### src/rtl/mac_pkg.sv
// Shared widths, saturation limits and FSM state encoding for the dot-product sequencer.
package mac_pkg;
  localparam int DATA_W  = 8;
  localparam int ACC_W   = 2 * DATA_W;
  localparam int ACC_MAX = 32767;
  localparam int ACC_MIN = -32768;

  typedef enum logic [1:0] {
    S_IDLE  = 2'd0,
    S_ACCUM = 2'd1,
    S_DONE  = 2'd2
  } state_t;
endpackage

### src/rtl/dot_seq_if.sv
// Operand/result handshake bundle; master drives requests and operands, slave is the sequencer.
interface dot_seq_if #(
  parameter int DATA_W = 8,
  parameter int LEN_W  = 4
) ();
  logic                       start;
  logic [LEN_W-1:0]           len;
  logic                       in_valid;
  logic                       in_ready;
  logic signed [DATA_W-1:0]   in_a;
  logic signed [DATA_W-1:0]   in_b;
  logic                       res_valid;
  logic                       res_ready;
  logic signed [2*DATA_W-1:0] res;
  logic                       res_of;
  logic                       res_uf;
  logic                       busy;

  modport master (
    output start, len, in_valid, in_a, in_b, res_ready,
    input  in_ready, res_valid, res, res_of, res_uf, busy
  );

  modport slave (
    input  start, len, in_valid, in_a, in_b, res_ready,
    output in_ready, res_valid, res, res_of, res_uf, busy
  );
endinterface

### src/rtl/mac_sat.sv
// Signed multiply-accumulate with clamp to the accumulator range and sticky saturation flags.
module mac_sat import mac_pkg::*; #(
  parameter int DATA_W = mac_pkg::DATA_W
) (
  input  logic                       clk,
  input  logic                       rst,
  input  logic                       clr,
  input  logic                       en,
  input  logic signed [DATA_W-1:0]   a,
  input  logic signed [DATA_W-1:0]   b,
  output logic signed [2*DATA_W-1:0] acc,
  output logic                       of,
  output logic                       uf
);
  localparam int AW    = 2 * DATA_W;
  localparam int SUM_W = AW + 1;
  localparam logic signed [SUM_W-1:0] SAT_HI = {2'b00, {(AW-1){1'b1}}};
  localparam logic signed [SUM_W-1:0] SAT_LO = {2'b11, {(AW-1){1'b0}}};

  logic signed [AW-1:0]    prod;
  logic signed [SUM_W-1:0] sum;

  // One guard bit covers acc + product without wrapping.
  assign prod = a * b;
  assign sum  = SUM_W'(acc) + SUM_W'(prod);

  always_ff @(posedge clk) begin
    if (rst || clr) begin
      acc <= '0;
      of  <= 1'b0;
      uf  <= 1'b0;
    end else if (en) begin
      if (sum > SAT_HI) begin
        acc <= SAT_HI[AW-1:0];
        of  <= 1'b1;
      end else if (sum < SAT_LO) begin
        acc <= SAT_LO[AW-1:0];
        uf  <= 1'b1;
      end else begin
        acc <= sum[AW-1:0];
      end
    end
  end
endmodule

### src/rtl/dot_seq.sv
// Dot-product sequencer: accepts len operand pairs, then holds the saturated sum until taken.
//   state   | meaning
//   S_IDLE  | waiting for start; latches len and clears the accumulator
//   S_ACCUM | accepting operand pairs until the count reaches zero
//   S_DONE  | result held valid until the consumer takes it
module dot_seq import mac_pkg::*; #(
  parameter int DATA_W = mac_pkg::DATA_W,
  parameter int LEN_W  = 4
) (
  input  logic     clk,
  input  logic     rst,
  dot_seq_if.slave bus
);
  state_t           state, state_nxt;
  logic [LEN_W-1:0] cnt;
  logic             clr;
  logic             xfer;

  always_ff @(posedge clk) begin
    if (rst) state <= S_IDLE;
    else     state <= state_nxt;
  end

  always_comb begin
    state_nxt = state;
    case (state)
      S_IDLE:  if (bus.start) state_nxt = (bus.len == '0) ? S_DONE : S_ACCUM;
      S_ACCUM: if (xfer && cnt == LEN_W'(1)) state_nxt = S_DONE;
      S_DONE:  if (bus.res_ready) state_nxt = S_IDLE;
      default: state_nxt = S_IDLE;
    endcase
  end

  always_comb begin
    bus.in_ready  = (state == S_ACCUM);
    bus.res_valid = (state == S_DONE);
    bus.busy      = (state != S_IDLE);
    clr           = (state == S_IDLE) && bus.start;
    xfer          = bus.in_valid && (state == S_ACCUM);
  end

  always_ff @(posedge clk) begin
    if (rst)       cnt <= '0;
    else if (clr)  cnt <= bus.len;
    else if (xfer) cnt <= cnt - LEN_W'(1);
  end

  mac_sat #(.DATA_W(DATA_W)) u_mac (
    .clk (clk),
    .rst (rst),
    .clr (clr),
    .en  (xfer),
    .a   (bus.in_a),
    .b   (bus.in_b),
    .acc (bus.res),
    .of  (bus.res_of),
    .uf  (bus.res_uf)
  );
endmodule
### src/flat_wrapper.sv
// flat-port wrapper written by rule: the top's interface ports become plain ports
module dot_seq_flat import mac_pkg::*;
#(
  parameter int DATA_W = mac_pkg::DATA_W,
  parameter int LEN_W  = 4
)
  (clk, rst, bus_start, bus_len, bus_in_valid, bus_in_a, bus_in_b, bus_res_ready, bus_in_ready, bus_res_valid, bus_res, bus_res_of, bus_res_uf, bus_busy);
  dot_seq_if #(.DATA_W(DATA_W), .LEN_W(LEN_W)) bus_i ();
  input  logic clk;
  input  logic rst;
  input wire logic [$bits(bus_i.start)-1:0] bus_start;
  input wire logic [$bits(bus_i.len)-1:0] bus_len;
  input wire logic [$bits(bus_i.in_valid)-1:0] bus_in_valid;
  input wire logic [$bits(bus_i.in_a)-1:0] bus_in_a;
  input wire logic [$bits(bus_i.in_b)-1:0] bus_in_b;
  input wire logic [$bits(bus_i.res_ready)-1:0] bus_res_ready;
  output wire logic [$bits(bus_i.in_ready)-1:0] bus_in_ready;
  output wire logic [$bits(bus_i.res_valid)-1:0] bus_res_valid;
  output wire logic [$bits(bus_i.res)-1:0] bus_res;
  output wire logic [$bits(bus_i.res_of)-1:0] bus_res_of;
  output wire logic [$bits(bus_i.res_uf)-1:0] bus_res_uf;
  output wire logic [$bits(bus_i.busy)-1:0] bus_busy;
  assign bus_i.start = bus_start;
  assign bus_i.len = bus_len;
  assign bus_i.in_valid = bus_in_valid;
  assign bus_i.in_a = bus_in_a;
  assign bus_i.in_b = bus_in_b;
  assign bus_i.res_ready = bus_res_ready;
  assign bus_in_ready = bus_i.in_ready;
  assign bus_res_valid = bus_i.res_valid;
  assign bus_res = bus_i.res;
  assign bus_res_of = bus_i.res_of;
  assign bus_res_uf = bus_i.res_uf;
  assign bus_busy = bus_i.busy;
  dot_seq #(.DATA_W(DATA_W), .LEN_W(LEN_W)) u_core (.clk(clk), .rst(rst), .bus(bus_i));
endmodule
### config.mk
export PLATFORM = sky130hd
export DESIGN_NAME = dot_seq_flat
export DESIGN_NICKNAME = d
export VERILOG_FILES = /design/src/rtl/mac_pkg.sv /design/src/rtl/dot_seq_if.sv /design/src/rtl/mac_sat.sv /design/src/rtl/dot_seq.sv /design/src/flat_wrapper.sv
export SDC_FILE = /design/constraint.sdc
export NUM_CORES = 1
export LEC_CHECK = 0
export BUFFER_PORTS_ARGS = -buffer_cell sky130_fd_sc_hd__buf_4
export CAP_MARGIN = 20
export CORE_ASPECT_RATIO = 1.1
export CORE_MARGIN = 8
export CORE_UTILIZATION = 53
export CTS_CLUSTER_SIZE = 40
export DETAILED_ROUTE_END_ITERATION = 7
export HOLD_SLACK_MARGIN = 0.1
export PLACE_DENSITY_LB_ADDON = 0.12
export SLEW_MARGIN = 25
export SYNTH_ARGS = -nofsm -noshare
export SYNTH_HDL_FRONTEND = slang
export SYNTH_SLANG_ARGS = --single-unit
### constraint.sdc
create_clock -name clk -period 7.1 [get_ports clk]
set_input_delay 0.71 -clock clk [delete_from_list [all_inputs] [get_ports clk]]
set_output_delay 0.71 -clock clk [all_outputs]
set_load 0.05 [all_outputs]
==> out/qor.csv <==
metric,value,unit
period_minus_slack,5.83,ns
synth_xor_area_share,4.48,%
ant_nets,0,
final_nets,640,
crit_path_max_fanout,14,
grt_max_degree,21,
num_rows,34,
finalCritPeriodShare,82.1,%
synth_top_family_by_area,adder cells,
synth_compound_area_share,13.3,%
hold_buffers,0,
r2r_cells,17,
place_hpwl,7.94,mm
viasPerCell,5.26,
yosysUniqueCellTypes,46,
diodes,0,
grt_overflow,0,
outcome,completed,
ctsResizeCount,0,
synth_edf_count,0,
vias,3182,
cp_num_buf_inv,4,
hold_depth,2,
synth-main-ff-cell,dfxtp_1,
r2r_start,u_core.u_mac.acc[6],
yosys_warnings,0,
timing.setup.tns,0,ns
gp_congestion,0.832,
port-buffer-count,45,
cpMostUsedCell,fa_1,
remaining_drc_errors,0,
async_reset_ff_share,0,%
cap_violations,0,
grt_pass1_wl,16.4,mm
clock_skew,0.00725,ns
critPathSlowestCell,fa_1,
final-max-slew-violation-count,0,
yosys-mux-area-fraction,0,%
path_class,primary input to register,
cp.arrival,6.03,ns
hold_viol,0,
path_cells,buf_4 -> and2_1 -> inv_1 -> fa_1 -> inv_1 -> fa_1 -> fa_1 -> fa_1 -> fa_1 -> ha_1 -> o21ai_0 -> o21ai_1 -> nand2_1 -> o21ai_2 -> xor2_2 -> buf_4 -> o21ai_0 -> a21oi_1,
hp-start,u_core.u_mac.acc[15],
drt_iter0_drc,120,
postCtsSetupRepairBufs,0,
yosys.area_share.adder,49.4,%
max_freq,0.172,GHz
core-area,0.00783,mm^2
grt_util_all_layers,18.1,%
synth-seq-cells,24,
die-area,0.0111,mm^2
ys_seq_area_share,11.4,%
max_stage_delay,0.59,ns
wirelength,9.01,mm
path_clk_slew,0.08,ns
startpoint_type,primary input,
clkSinkCount,24,
tightest_slew,0.665,ns
crit_required,7.30,ns
syn2layout_area_growth,11.2,%
tritoncts,yes,
die_h,110,um
cts_htree_levels,1,
boundaryPins,46,
r2r-end,u_core.u_mac.acc[7],
antenna_found_initial,0,
fin_util,60.0,%
min_to,u_core.u_mac.acc[15],
hp-class,register to register,
synth-simple-area-share,12.5,%
cts_root_buf,clkbuf_8,
start_util,53.9,%
setup_viol,0,
drt_pass1_iterations,6,
synthCells,458,
drive_gt1_share,12.7,%
grt_pass1_vias,3405,
die_x,101,um
clockBufferDepth,2,
endpoint_kind,register,
syn_avg_cell_area,9.21,um^2
synth_fp_nets,600,
rrSetupSlack,1.92,ns
wl_per_cell,14.9,um
cts_buffers,3,
rsz0062_at_grt,false,
relSlewSlack,55.4,%
syn-cell-area,0.00422,mm^2
clock_latency,0.26,ns
crit_family,adder cells,
[synthesized netlist by cell type, types with 4 or more instances]
| master | n | area share (%) |
|---|---|---|
| inv_1 | 82 | 7.3 |
| nand2_1 | 30 | 2.7 |
| a21oi_1 | 34 | 4.0 |
| o21ai_1 | 9 | 1.1 |
| clkbuf_1 | 6 | 0.53 |
| nor2_1 | 28 | 2.5 |
| nor3_1 | 5 | 0.59 |
| maj3_1 | 4 | 0.95 |
| fa_1 | 76 | 36 |
| xor2_1 | 4 | 0.83 |
| a22o_1 | 4 | 0.83 |
| dfxtp_1 | 24 | 11 |
| and2_1 | 34 | 5.0 |
| ha_1 | 41 | 12 |
| xnor2_1 | 12 | 2.5 |
| o21ai_0 | 18 | 2.1 |
[per-stage QoR]
| stage | instance area, um^2 | std cells | hold WS, ns | worst slack [ns] |
|---|---|---|---|---|
| CTS | 4690 | 605 | 0.492 | 1.25 |
| global placement | 4640 | 601 | 0.478 | 1.12 |
| global route | 4690 | 605 | 0.527 | 0.913 |
| detailed placement | 4640 | 601 | 0.476 | 0.960 |
| floorplan | 4220 | 458 | 0.464 | 1.53 |
| finish | 4690 | 605 | 0.494 | 1.27 |
[worst max-delay path by stage]
stage                 from  depth (start not counted)  slack (ns)                   end
6_report       bus_in_b[0]                         18        1.27  u_core.u_mac.acc[11]
2_1_floorplan  bus_in_b[1]                         15        1.53   u_core.u_mac.acc[6]
4_1_cts        bus_in_b[0]                         18        1.25  u_core.u_mac.acc[11]
5_1_grt        bus_in_b[0]                         18        0.91  u_core.u_mac.acc[13]
3_3_place_gp   bus_in_b[2]                         17        1.12   u_core.u_mac.acc[7]
3_5_place_dp   bus_in_b[0]                         18        0.96  u_core.u_mac.acc[11]
[cell families (layout without fill, tap and decap cells)]
family	count (synthesis)	after routing
AO/OA/AOI/OAI	90	90
XOR/XNOR	19	19
adder cells (fa/ha/maj)	122	122
buffers and inverters	94	133
flip-flops	24	24
AND/OR/NAND/NOR	109	109
[layout make-up]
type	count	area [um^2]
multi-input cells	340	3370
fillers	731	3130
flip-flops and latches	24	480
repair buffers	46	345
inverters	83	312
well taps	108	135
clock buffers	4	55.1
[cell usage in the layout (no fill, tap or decap), types with 3 or more instances in the layout]
master	netlist	routed
a22o_1	4	4
nor3_1	5	5
a21oi_1	34	34
xor2_1	4	4
dfxtp_1	24	24
buf_4	1	46
nand2b_1	3	3
nor2_1	28	28
o21ai_2	3	3
fa_1	76	76
o21ai_0	18	18
nor2b_1	3	3
inv_1	82	82
xnor2_1	12	12
o21ai_1	9	9
and2_1	34	34
clkbuf_8	0	4
nand2_1	30	30
o21a_1	3	3
ha_1	41	41
maj3_1	4	4
[worst register-to-register path, delay by kind of cell (launching register included)]
family	cells	cell delay (ns)
compound gates	4	0.89
xor+xnor	1	0.30
fa+ha+maj	7	3.07
buf+inv	4	0.25
flops	1	0.41
simple gates	1	0.17
[flip-flops by register name (all words and copies together) (netlist names)]
register	count
u_core.u_mac.uf	1
u_core.u_mac.of	1
u_core.cnt	4
u_core.state	2
u_core.u_mac.acc	16
[per-layer routing]
layer	track usage, %	share of wire [%]
met1	25.4	46
met2	30.6	50
met3	1.96	3.5
met4	1.60	0.23
met5	0	0
Power is not shown: default switching activity piles up to over one toggle a cycle in this logic, so the estimate is an artifact.
